<file path="src/rtl/multicycle_ctrl.sv">
// Control unit for the multicycle ARM-subset datapath: Moore FSM, NZCV flag register, condition check.
// Build option CTRL_HALT_EN: cond=1111 parks the FSM in HALT until reset.
module multicycle_ctrl #(
  parameter int STATE_W = 4
) (
  input  logic        clk,
  input  logic        reset,
  input  logic [1:0]  op,
  input  logic [5:0]  funct,
  input  logic [3:0]  rd,
  input  logic [3:0]  cond,
  input  logic [3:0]  ALUFlags,
  input  logic        memReady,
  output logic        PCWrite,
  output logic        IRWrite,
  output logic        RegWrite,
  output logic        MemWrite,
  output logic        AdrSrc,
  output logic        ALUSrcA,
  output logic [1:0]  ALUSrcB,
  output logic [1:0]  ResultSrc,
  output logic [1:0]  ImmSrc,
  output logic [1:0]  RegSrc,
  output logic [1:0]  ALUControl,
  output logic [3:0]  flags
);

  typedef enum logic [STATE_W-1:0] {
    FETCH  = STATE_W'(0),
    DECODE = STATE_W'(1),
    MEMADR = STATE_W'(2),
    MEMRD  = STATE_W'(3),
    MEMWB  = STATE_W'(4),
    MEMWR  = STATE_W'(5),
    EXECR  = STATE_W'(6),
    EXECI  = STATE_W'(7),
    ALUWB  = STATE_W'(8),
    BRANCH = STATE_W'(9),
    HALT   = STATE_W'(10)
  } state_t;

  typedef struct packed {
    logic       pcw;
    logic       regw;
    logic       memw;
    logic       adr;
    logic       srca;
    logic [1:0] srcb;
    logic [1:0] res;
    logic [1:0] aluc;
  } ctrl_t;

  state_t     state, state_n;
  ctrl_t      ctl;
  logic [1:0] aluc;
  logic       cmd_ok, arith, is_cmp;
  logic       fetch_go;

  function automatic logic cond_ok(input logic [3:0] c, input logic [3:0] f);
    logic n, z, cy, v;
    logic r;
    {n, z, cy, v} = f;
    case (c)
      4'b0000: r = z;
      4'b0001: r = !z;
      4'b0010: r = cy;
      4'b0011: r = !cy;
      4'b0100: r = n;
      4'b0101: r = !n;
      4'b0110: r = v;
      4'b0111: r = !v;
      4'b1000: r = cy && !z;
      4'b1001: r = !cy || z;
      4'b1010: r = (n == v);
      4'b1011: r = (n != v);
      4'b1100: r = !z && (n == v);
      4'b1101: r = z || (n != v);
      4'b1110: r = 1'b1;
      default: r = 1'b0;
    endcase
    return r;
  endfunction

  // State-only output decode; memReady-dependent FETCH enables are added outside the register.
  function automatic ctrl_t ctrl_of(input state_t s, input logic [1:0] ac, input logic pc_dst);
    ctrl_t c;
    c = '0;
    case (s)
      FETCH, DECODE: begin c.srca = 1'b1; c.srcb = 2'b10; c.res = 2'b10; end
      MEMADR: c.srcb = 2'b01;
      MEMRD:  c.adr = 1'b1;
      MEMWB:  begin c.res = 2'b01; c.regw = 1'b1; c.pcw = pc_dst; end
      MEMWR:  begin c.adr = 1'b1; c.memw = 1'b1; end
      EXECR:  c.aluc = ac;
      EXECI:  begin c.srcb = 2'b01; c.aluc = ac; end
      ALUWB:  begin c.regw = 1'b1; c.pcw = pc_dst; end
      BRANCH: begin c.srcb = 2'b01; c.res = 2'b10; c.pcw = 1'b1; end
      default: ;
    endcase
    return c;
  endfunction

  always_comb begin
    aluc   = 2'b00;
    cmd_ok = 1'b1;
    arith  = 1'b0;
    is_cmp = 1'b0;
    case (funct[4:1])
      4'b0100: arith = 1'b1;
      4'b0010: begin aluc = 2'b01; arith = 1'b1; end
      4'b0000: aluc = 2'b10;
      4'b1100: aluc = 2'b11;
      4'b1010: begin aluc = 2'b01; arith = 1'b1; is_cmp = 1'b1; end
      default: cmd_ok = 1'b0;
    endcase
  end

  always_comb begin
    state_n = FETCH;
    case (state)
      FETCH:  state_n = memReady ? DECODE : FETCH;
      DECODE: begin
        if (cond_ok(cond, flags)) begin
          case (op)
            2'b01:   state_n = MEMADR;
            2'b00:   state_n = funct[5] ? EXECI : EXECR;
            2'b10:   state_n = BRANCH;
            default: state_n = FETCH;
          endcase
        end
`ifdef CTRL_HALT_EN
        if (cond == 4'b1111) state_n = HALT;
`endif
      end
      MEMADR: state_n = funct[0] ? MEMRD : MEMWR;
      MEMRD:  state_n = memReady ? MEMWB : MEMRD;
      MEMWR:  state_n = memReady ? FETCH : MEMWR;
      EXECR, EXECI: state_n = (is_cmp || !cmd_ok) ? FETCH : ALUWB;
`ifdef CTRL_HALT_EN
      HALT:   state_n = HALT;
`endif
      default: state_n = FETCH;
    endcase
  end

  always_ff @(posedge clk or negedge reset) begin
    if (!reset) begin
      state <= FETCH;
      ctl   <= ctrl_of(FETCH, 2'b00, 1'b0);
      flags <= 4'b0000;
    end else begin
      state <= state_n;
      ctl   <= ctrl_of(state_n, cmd_ok ? aluc : 2'b00, rd == 4'hf);
      // Flags are written only on the edge that leaves an execute state.
      if (state == EXECR || state == EXECI) begin
        if (funct[0] || is_cmp)
          flags[3:2] <= ALUFlags[3:2];
        if (is_cmp || (funct[0] && arith))
          flags[1:0] <= ALUFlags[1:0];
      end
    end
  end

  assign fetch_go   = reset && (state == FETCH) && memReady;
  assign IRWrite    = fetch_go;
  assign PCWrite    = ctl.pcw | fetch_go;
  assign RegWrite   = ctl.regw;
  assign MemWrite   = ctl.memw;
  assign AdrSrc     = ctl.adr;
  assign ALUSrcA    = ctl.srca;
  assign ALUSrcB    = ctl.srcb;
  assign ResultSrc  = ctl.res;
  assign ALUControl = ctl.aluc;
  assign ImmSrc     = op;
  assign RegSrc     = {op == 2'b01, op == 2'b10};

endmodule
</file>
<file path="config.mk">
export PLATFORM = sky130hd
export DESIGN_NAME = multicycle_ctrl
export DESIGN_NICKNAME = d
export VERILOG_FILES = /design/src/rtl/multicycle_ctrl.sv
export SDC_FILE = /design/constraint.sdc
export NUM_CORES = 1
export LEC_CHECK = 0
export CAP_MARGIN = 40
export CORE_MARGIN = 2
export CORE_UTILIZATION = 45
export DETAILED_ROUTE_END_ITERATION = 12
export MAX_ROUTING_LAYER = met4
export PLACE_DENSITY = 0.86
export SLEW_MARGIN = 25
export SYNTH_ARGS = -nofsm -noshare
export SYNTH_HDL_FRONTEND = slang
export SYNTH_SLANG_ARGS = --single-unit
export TNS_END_PERCENT = 5
</file>
<file path="constraint.sdc">
create_clock -name clk -period 3.2 [get_ports clk]
set_input_delay 0.64 -clock clk [delete_from_list [all_inputs] [get_ports clk]]
set_output_delay 0.64 -clock clk [all_outputs]
set_load 0.02 [all_outputs]
</file>
[Word-level counts from Yosys, hierarchy flattened]
Cells that the tools add are included.
Cells by class
  multiplexer cells: 24
  reduce and logical (&&, ||, !) cells: 33
  equality and inequality tests: 38
  bitwise logic cells: 1
Operators with widths (number)
  == test 4 x 3 -> 1 bit (second input constant): 12
  == test 4 bit (second input constant): 12
  == test 4 x 2 -> 1 bit (second input constant): 7
  case mux 4 bit (6 select lines): 1
  zero test 4 bit: 4
  case mux 1 bit (15 select lines): 1
  == test 4 x 1 -> 1 bit (second input constant): 3
  case mux 4 bit (3 select lines): 1
  OR reduction 2 bit: 6
  2-to-1 mux 1 bit: 10
  2-to-1 mux 3 bit: 3
  OR reduction 3 bit: 3
  2-to-1 mux 4 bit: 2
  case mux 2 bit (2 select lines): 2
  logical OR 1 bit: 6
  case mux 2 bit (3 select lines): 1
  logical AND 1 bit: 5
  zero test 1 bit: 5
  OR reduction 5 bit: 1
  2-to-1 mux 2 bit: 2
  AND reduction 2 bit: 2
  == test 2 x 1 -> 1 bit (second input constant): 1
  == test 2 bit (second input constant): 1
  zero test 2 bit: 1
  4 further kinds: 4
Word-level totals
  register bits: 19
  output and inout port bits: 20
  word-level logic and storage cells: 107

[Logic depth before layout (Yosys ltp)]
Gate-level depths: netlist of the first run.
  depth after elaboration: 10
  depth in mapped cells: 6
  gate-level depth less buffers: 5

[Least setup slack after synthesis of the first run]
No wires, ideal clock.
  path type: input to register
  from: input cond[2]
  to: register ctl, in the netlist ALUControl[1]
  stages: 6
  path buffers: 1
  arrival: 1.834 ns
  path slack: 1.271 ns
  library setup time: 0.096 ns
  cells stage by stage: buf_6 -> and2_4 -> o32a_1 -> a311oi_2 -> a211oi_2 -> nor4_2
Between the ends
  word-level cells in the longest chain between the ends: 8
RTL lines
  from (decl): line 11  | input logic [3:0] cond,
  == test 4 bit, or another cell as far along: line 63  | case (c)
  case mux 1 bit (15 select lines) (*): line 63
  2-to-1 mux 1 bit (*): line 120  | case (state)
  2-to-1 mux 4 bit (*): line 123  | if (cond_ok(cond, flags)) begin
  case mux 4 bit (6 select lines) (*): line 120
  == test 4 x 3 -> 1 bit: line 88  | case (s)
  OR reduction 2 bit (no line) (*)
  2-to-1 mux 2 bit (*): line 88
  to (signal assigned): line 149  | ctl <= ctrl_of(FETCH, 2'b00, 1'b0);
  to (signal assigned): line 153  | ctl <= ctrl_of(state_n, cmd_ok ? aluc : 2'b00, rd == 4'hf);
  to (decl): line 54  | ctrl_t ctl;
Mark *: on every way between the ends. The rest lies on a longest branch, timed or not. The select of a mux whose other input is x is not followed.
A chain may end at the register's enable or synchronous reset.

[Worst setup path in the final report of the first run]
  from: input memReady
  to: output PCWrite
Between the ends
  word-level cells in the longest chain between the ends: 2
RTL lines
  from (decl): line 13  | input logic memReady,
  logical AND 1 bit: line 164  | assign fetch_go = reset && (state == FETCH) && memReady;
  OR 1 bit: line 166  | assign PCWrite = ctl.pcw | fetch_go;
  to (decl): line 14  | output logic PCWrite,
Every way passes these cells.

==> run summary, run 1 <==
Post-Syn Area: 0.00116 mm2
Worst reg2reg path endpoint: state[1]
Antenna fix cells: 0
Worst-path cell chain: clkdlybuf4s50_1, and4_1, or2_2, clkdlybuf4s50_1
CP Data Arrival Time: 2080 ps
Power density cells: 648 mW/mm2
Input/output buffers: 42
Worst Min Path Start: state[3]
CTS tree: done
Most frequent CP cell: clkdlybuf4s50_1
Slew Limit Fails: 0
Avg Inst Size Synth: 9.89 um2
Die Wd: 54.7 um
Critical-path top delay cell: clkdlybuf4s50_1
Worst Tran Pin Value: 532 ps
Clock Sinks: 19
Synth Register Bits: 19
Max_slew headroom: 64.5%
# nets final: 177
GRT Resource Usage Total: 19.9%
Max-cap violations: 0
I/O Pins: 43
Main synth FF type: dfrtp_1
Worst Setup End Kind: output port
Number of remaining DRC errors: 0
Setup violations, final: 0
Postcts setup bufs: 0
Fin cells: 183
Vias per cell: 5.56
F_max: 367 MHz
Syn Inst Count: 117
Hold Path Depth: 1
Setup TNS: 0 ps
Top area cells in the synthesized netlist: dfrtp_1 (35%), dfstp_2 (6.8%), buf_4 (5.2%), a21oi_1 (3.9%), mux2_2 (3.9%)
Post-synth EDFFs: 0
First-pass GRT wire length: 4060 um
Vias: 1,018
Reg2Reg Depth: 5
WL/cell: 14.3 um
Post-CTS sizing: 0
Die height: 54.7 um
DRT iter0 DRCs: 14
Placed insts: 179
Die ar.: 0.00299 mm2
CORE AREA: 0.00245 mm2
Initial core utilization: 47.1%
Setup CP Type: in2out
Final HPWL DP: 2090 um
Worst Hold End: MemWrite
Clock Pin Slew Worst Setup and Hold Paths: 110 ps
Req. time, crit path: 2560 ps
Worst clock skew: 3.70 ps
VDD IR max: 0.442 mV
Peak fanout along the critical path: 5
Status: completed
Post-Route WL: 2620 um
R2R Path Start: flags[3]
Final estimated routing congestion in global placement: 0.842
CTS hold repair buffers: 0
Total grt overflow: 0
Syn Nets: 140
Worst setup startpoint: memReady
Area Overhead vs Synth: 36.0%
Vias in the first global route: 933
CP Launch Type: input pin
Fin crit period: 2720 ps
Async SR Flop Fraction: 100%
Drt pass-1 iters: 4
Crit share post-route: 85.2%
Synth area leader: dfrtp_1
Root buffer cell: clkbuf_4
Clock tree buffer depth: 2
# H-tree levels: 1
Leak pwr: 0.656 nW
Top-area cell type share of the netlist area: 34.6%
Worst stage delay on the critical path: 530 ps
Cell variety after synth: 44
Initial antenna violation count: 0
Site Rows: 18
Tightest Hold Check Type: reg2reg
Register area share after synthesis: 41.4%
Largest net degree at the start of global routing: 20
Internal reg-to-reg setup slack: 1340 ps
Final hold vios: 0
Layout cells sized above 1: 14.4%
CTS Buf Count: 3
ANT nets after route: 0
Worst-Skew Late Latency: 310 ps
Unrepaired setup endpoints after global routing: no
Yosys warning total: 0
==> Yosys cell counts, types with 2 or more instances <==
library cell   n
a21o_1         2
a21oi_1        9
and4_1         3
buf_4          8
clkbuf_1       2
dfrtp_1       16
dfstp_2        3
mux2_2         4
mux2i_1        2
nand2_1        6
nand2b_1       4
nand3_1        4
nor2_1        10
nor2b_1        5
nor3_1         3
nor3b_1        2
o21ai_0        5
o2bb2ai_1      2
xnor2_1        2
==> report_power, final <==
group          internal (mW)  leakage [nW]  switching (mW)  total [mW]
sequential             0.319         0.249          0.0571       0.376
combinational          0.249         0.389           0.268       0.517
clock                 0.0468        0.0177          0.0795       0.126
total                  0.615         0.656           0.404        1.02
==> cells by family (layout without fill, tap and decap cells) <==
family | count (synthesis) | in the layout | share of synthesized area, %
simple gates | 46 | 46 | 22.9
compound gates | 30 | 30 | 20.2
flops | 19 | 19 | 41.4
buf+inv | 13 | 49 | 7.57
mux | 6 | 6 | 5.62
xor+xnor | 3 | 3 | 2.27
==> area by class of cell <==
type | count | area [um2]
fill | 202 | 881
multi-input combinational | 85 | 591
sequential | 19 | 479
timing repair buffer | 44 | 435
tap | 30 | 37.5
clock buffer | 3 | 22.5
clock inverter | 1 | 5.00
inverter | 1 | 3.75
==> through the flow <==
step | utilization [%] | power [mW] | worst slack (ps) | hold WS (ps) | instance area [um2]
after global routing | 64.1 | 1.08 | 407 | 626 | 1570
after CTS | 64.1 | 1.02 | 463 | 587 | 1570
after global placement | 63.0 | 0.880 | 488 | 554 | 1550
after detailed placement | 63.0 | 0.897 | 473 | 555 | 1550
after floorplan | - | 0.709 | 1270 | 344 | 1160
final | 64.1 | 1.02 | 475 | 590 | 1570
==> worst max-delay path: cells and delay by family <==
family                 cells  cell delay, ps
buffers and inverters      2             990
and+or+nand+nor            2             450
==> how the worst max path moves through the flow <==
stage | cells past startpoint | to
after floorplan | 6 | ALUControl[1]
after global placement | 4 | PCWrite
after detailed placement | 4 | PCWrite
after CTS | 4 | PCWrite
after global routing | 4 | PCWrite
final | 4 | PCWrite
==> per-layer routing <==
metal	wire length, um	GRT usage [%]	vias up	share of wire (%)
li1	-	-	490	-
met3	157	3.28	4	6.0
met4	33	7.50	0	1.3
met2	1380	35.5	44	53
met5	0	-	-	0
met1	1050	22.0	480	40
==> layout by cell type, fill, tap and decap left out, types with 2 or more instances in the layout <==
| cell | instances |
|---|---|
| a21o_1 | 2 |
| a21oi_1 | 9 |
| and4_1 | 3 |
| buf_4 | 2 |
| clkbuf_4 | 3 |
| clkdlybuf4s50_1 | 42 |
| dfrtp_1 | 16 |
| dfstp_2 | 3 |
| mux2_2 | 4 |
| mux2i_1 | 2 |
| nand2_1 | 6 |
| nand2b_1 | 4 |
| nand3_1 | 4 |
| nor2_1 | 10 |
| nor2b_1 | 5 |
| nor3_1 | 3 |
| nor3b_1 | 2 |
| o21ai_0 | 5 |
| o2bb2ai_1 | 2 |
| xnor2_1 | 2 |
==> state kept, by name, indices dropped and copies added (netlist names) <==
register	cells
MemWrite	1
flags	4
ResultSrc	2
ctl	1
ALUControl	2
AdrSrc	1
RegWrite	1
ALUSrcA	1
state	4
ALUSrcB	2
No activity file was read; power rests on OpenSTA's default activity.
==> inputs of run 2 (changes only) <==
--- a/config.mk
+++ b/config.mk
@@ -7,10 +7,10 @@
 export LEC_CHECK = 0
 export CAP_MARGIN = 40
 export CORE_MARGIN = 2
-export CORE_UTILIZATION = 45
+export CORE_UTILIZATION = 44
 export DETAILED_ROUTE_END_ITERATION = 12
 export MAX_ROUTING_LAYER = met4
-export PLACE_DENSITY = 0.86
+export PLACE_DENSITY = 0.85
 export SLEW_MARGIN = 25
 export SYNTH_ARGS = -nofsm -noshare
 export SYNTH_HDL_FRONTEND = slang
==> constraint.sdc (replaced) <==
create_clock -name clk -period 3.1 [get_ports clk]
set_input_delay 0.62 -clock clk [delete_from_list [all_inputs] [get_ports clk]]
set_output_delay 0.62 -clock clk [all_outputs]
set_load 0.02 [all_outputs]
==> run summary, run 2 (synthesized netlist as in run 1, its figures left out) <==
Status: completed
Worst-Skew Late Latency: 310 ps (about the same)
Vias per cell: 5.54 (-0.39%)
Unrepaired setup endpoints after global routing: no
Fin crit period: 2710 ps
Final hold vios: 0 (unchanged)
Filler cell count in the final layout: 218 (+7.9%)
Clock Pin Slew Worst Setup and Hold Paths: 110 ps (about the same)
Setup violations, final: 0 (unchanged)
Storage element area: 479 um2 (unchanged)
Worst Hold End: MemWrite
Met3 usage: 3.28% (unchanged)
Die Wd: 55.3 um (+1.0%)
Clock tree buffer depth: 2 (unchanged)
VDD IR max: 0.367 mV (-17%)
Root buffer cell: clkbuf_4
P_int: 0.637 mW (+3.5%)
Die ar.: 0.00306 mm2 (+2.1%)
Post-Route WL: 2480 um (-5.3%)
Worst reg2reg path endpoint: state[3]
CP Launch Type: input pin
Drt pass-1 iters: 4 (unchanged)
Largest net degree at the start of global routing: 20 (unchanged)
Die height: 55.3 um (+1.0%)
Setup TNS: 0 ps (unchanged)
Max_slew headroom: 65.0% (+0.49 points)
Area of the multi-input gates: 591 um2 (unchanged)
# nets final: 177 (unchanged)
CP delay by family, top: buffers and inverters
Site Rows: 18 (unchanged)
Area Overhead vs Synth: 35.9% (about the same)
Dpl cell area: 0.00155 mm2 (unchanged)
Comb power frac: 50.7% (about the same)
Input/output buffers: 42 (unchanged)
Hold Path Depth: 1 (unchanged)
CTS tree: done
Worst Min Path Start: state[3]
CTS hold repair buffers: 0 (unchanged)
Seq pwr share: 37.2% (+0.3 points)
Tightest Hold Check Type: reg2reg
Buf/Inv on CP: 2 (unchanged)
Leak pwr: 0.653 nW (-0.42%)
# H-tree levels: 1 (unchanged)
Antenna fix cells: 0 (unchanged)
CTS Buf Count: 3 (unchanged)
Vias: 1,014 (-0.39%)
Number of remaining DRC errors: 0 (unchanged)
Final HPWL DP: 1970 um (-5.7%)
Max-cap violations: 0 (unchanged)
Worst Setup End Kind: output port
ANT nets after route: 0 (unchanged)
Postcts setup bufs: 0 (unchanged)
Worst stage delay on the critical path: 540 ps (about the same)
M1 GR Usage: 20.0% (-2.1 points)
Reg2Reg Depth: 5 (unchanged)
Req. time, crit path: 2480 ps (-80 ps)
F_max: 370 MHz
Vias in the first global route: 931 (-0.21%)
Most common cell after layout, fill and taps aside: clkdlybuf4s50_1
Worst clock skew: 6.16 ps (+2.46 ps)
Sw Share: 39.1% (-0.53 points)
CP Data Arrival Time: 2090 ps (about the same)
DRT iter0 DRCs: 31 (+17)
Post-CTS sizing: 0 (unchanged)
Clock Sinks: 19 (unchanged)
First-pass GRT wire length: 4080 um (+0.49%)
Initial core utilization: 46.7% (-0.43 points)
Power density cells: 665 mW/mm2 (+2.7%)
Most frequent CP cell: clkdlybuf4s50_1
GRT Resource Usage Total: 17.2% (-2.8 points)
Internal reg-to-reg setup slack: 1230 ps (-110 ps)
Layout cells sized above 1: 13.7% (-0.65 points)
Highest-count cells in the layout ignoring fill and taps: clkdlybuf4s50_1 (42), dfrtp_1 (16), nor2_1 (10)
Peak fanout along the critical path: 5 (unchanged)
GR Layer Usage met2: 28.9% (-6.6 points)
Net Sw Power: 0.409 mW (+1.3%)
Crit share post-route: 87.3%
Final estimated routing congestion in global placement: 0.918 (+9.1%)
Clk pwr share: 12.1% (-0.3 points)
Top flop regs: flags (4), state (4)
Worst-path cell chain: clkdlybuf4s50_1, and4_1, or2_2, clkdlybuf4s50_1
I/O Pins: 43 (unchanged)
Worst Tran Pin Value: 525 ps (-7.26 ps)
R2R Path Start: flags[3]
CORE AREA: 0.00248 mm2 (+0.92%)
Slew Limit Fails: 0 (unchanged)
Post-route cell area: 0.00157 mm2 (about the same)
Fin Hold WS: 588 ps (-1.89 ps)
Most crowded layer after global routing: met2
Setup CP Type: in2out
Total grt overflow: 0 (unchanged)
Critical-path top delay cell: clkdlybuf4s50_1
Initial antenna violation count: 0 (unchanged)
WL/cell: 13.6 um (-5.3%)
## run 2: cell count changes in the layout (fill, tap and decap cells not counted)
cell / before / now
clkbuf_1: 0 / 1
clkinv_2: 1 / 0
## run 2: worst max path at each step
stage,from,to,slack (ps),cells past startpoint
after global placement,reset,PCWrite,410,4
after floorplan,cond[2],ALUControl[1],1190,6
after detailed placement,memReady,PCWrite,410,4
after CTS,memReady,PCWrite,400,4
final,memReady,PCWrite,390,4
after global routing,op[0],RegSrc[0],340,3
## run 2: area by class of cell
type	count	share of cell area (%)
multi-input cells	85	37.5
flip-flops and latches	19	30.5
repair buffers	44	27.7
well taps	30	2.39
clock buffers	4	1.67
inverters	1	0.239
## run 2: metal layers
| metal | up-vias | share of wire (%) |
|---|---|---|
| li1 | 495 | - |
| met1 | 482 | 41 |
| met2 | 33 | 52 |
| met3 | 4 | 5.1 |
| met4 | 0 | 1.3 |
| met5 | - | 0 |
## run 2: metrics by stage
step	power [mW]	util, %	std cells	setup slack (ps)
after floorplan	0.732	-	117	1190
after global placement	0.910	62.4	179	414
after detailed placement	0.924	62.4	179	410
after CTS	1.05	63.5	183	403
after global routing	1.11	63.5	183	339
final	1.05	63.5	183	394
## run 2: power groups by stage
stage,Combinational [mW],Sequential [mW],Clock [mW]
floorplan,0.309,0.423,0
CTS,0.534,0.387,0.128
finish,0.530,0.389,0.127
global placement,0.520,0.389,0
detailed placement,0.531,0.393,0
global route,0.572,0.398,0.142
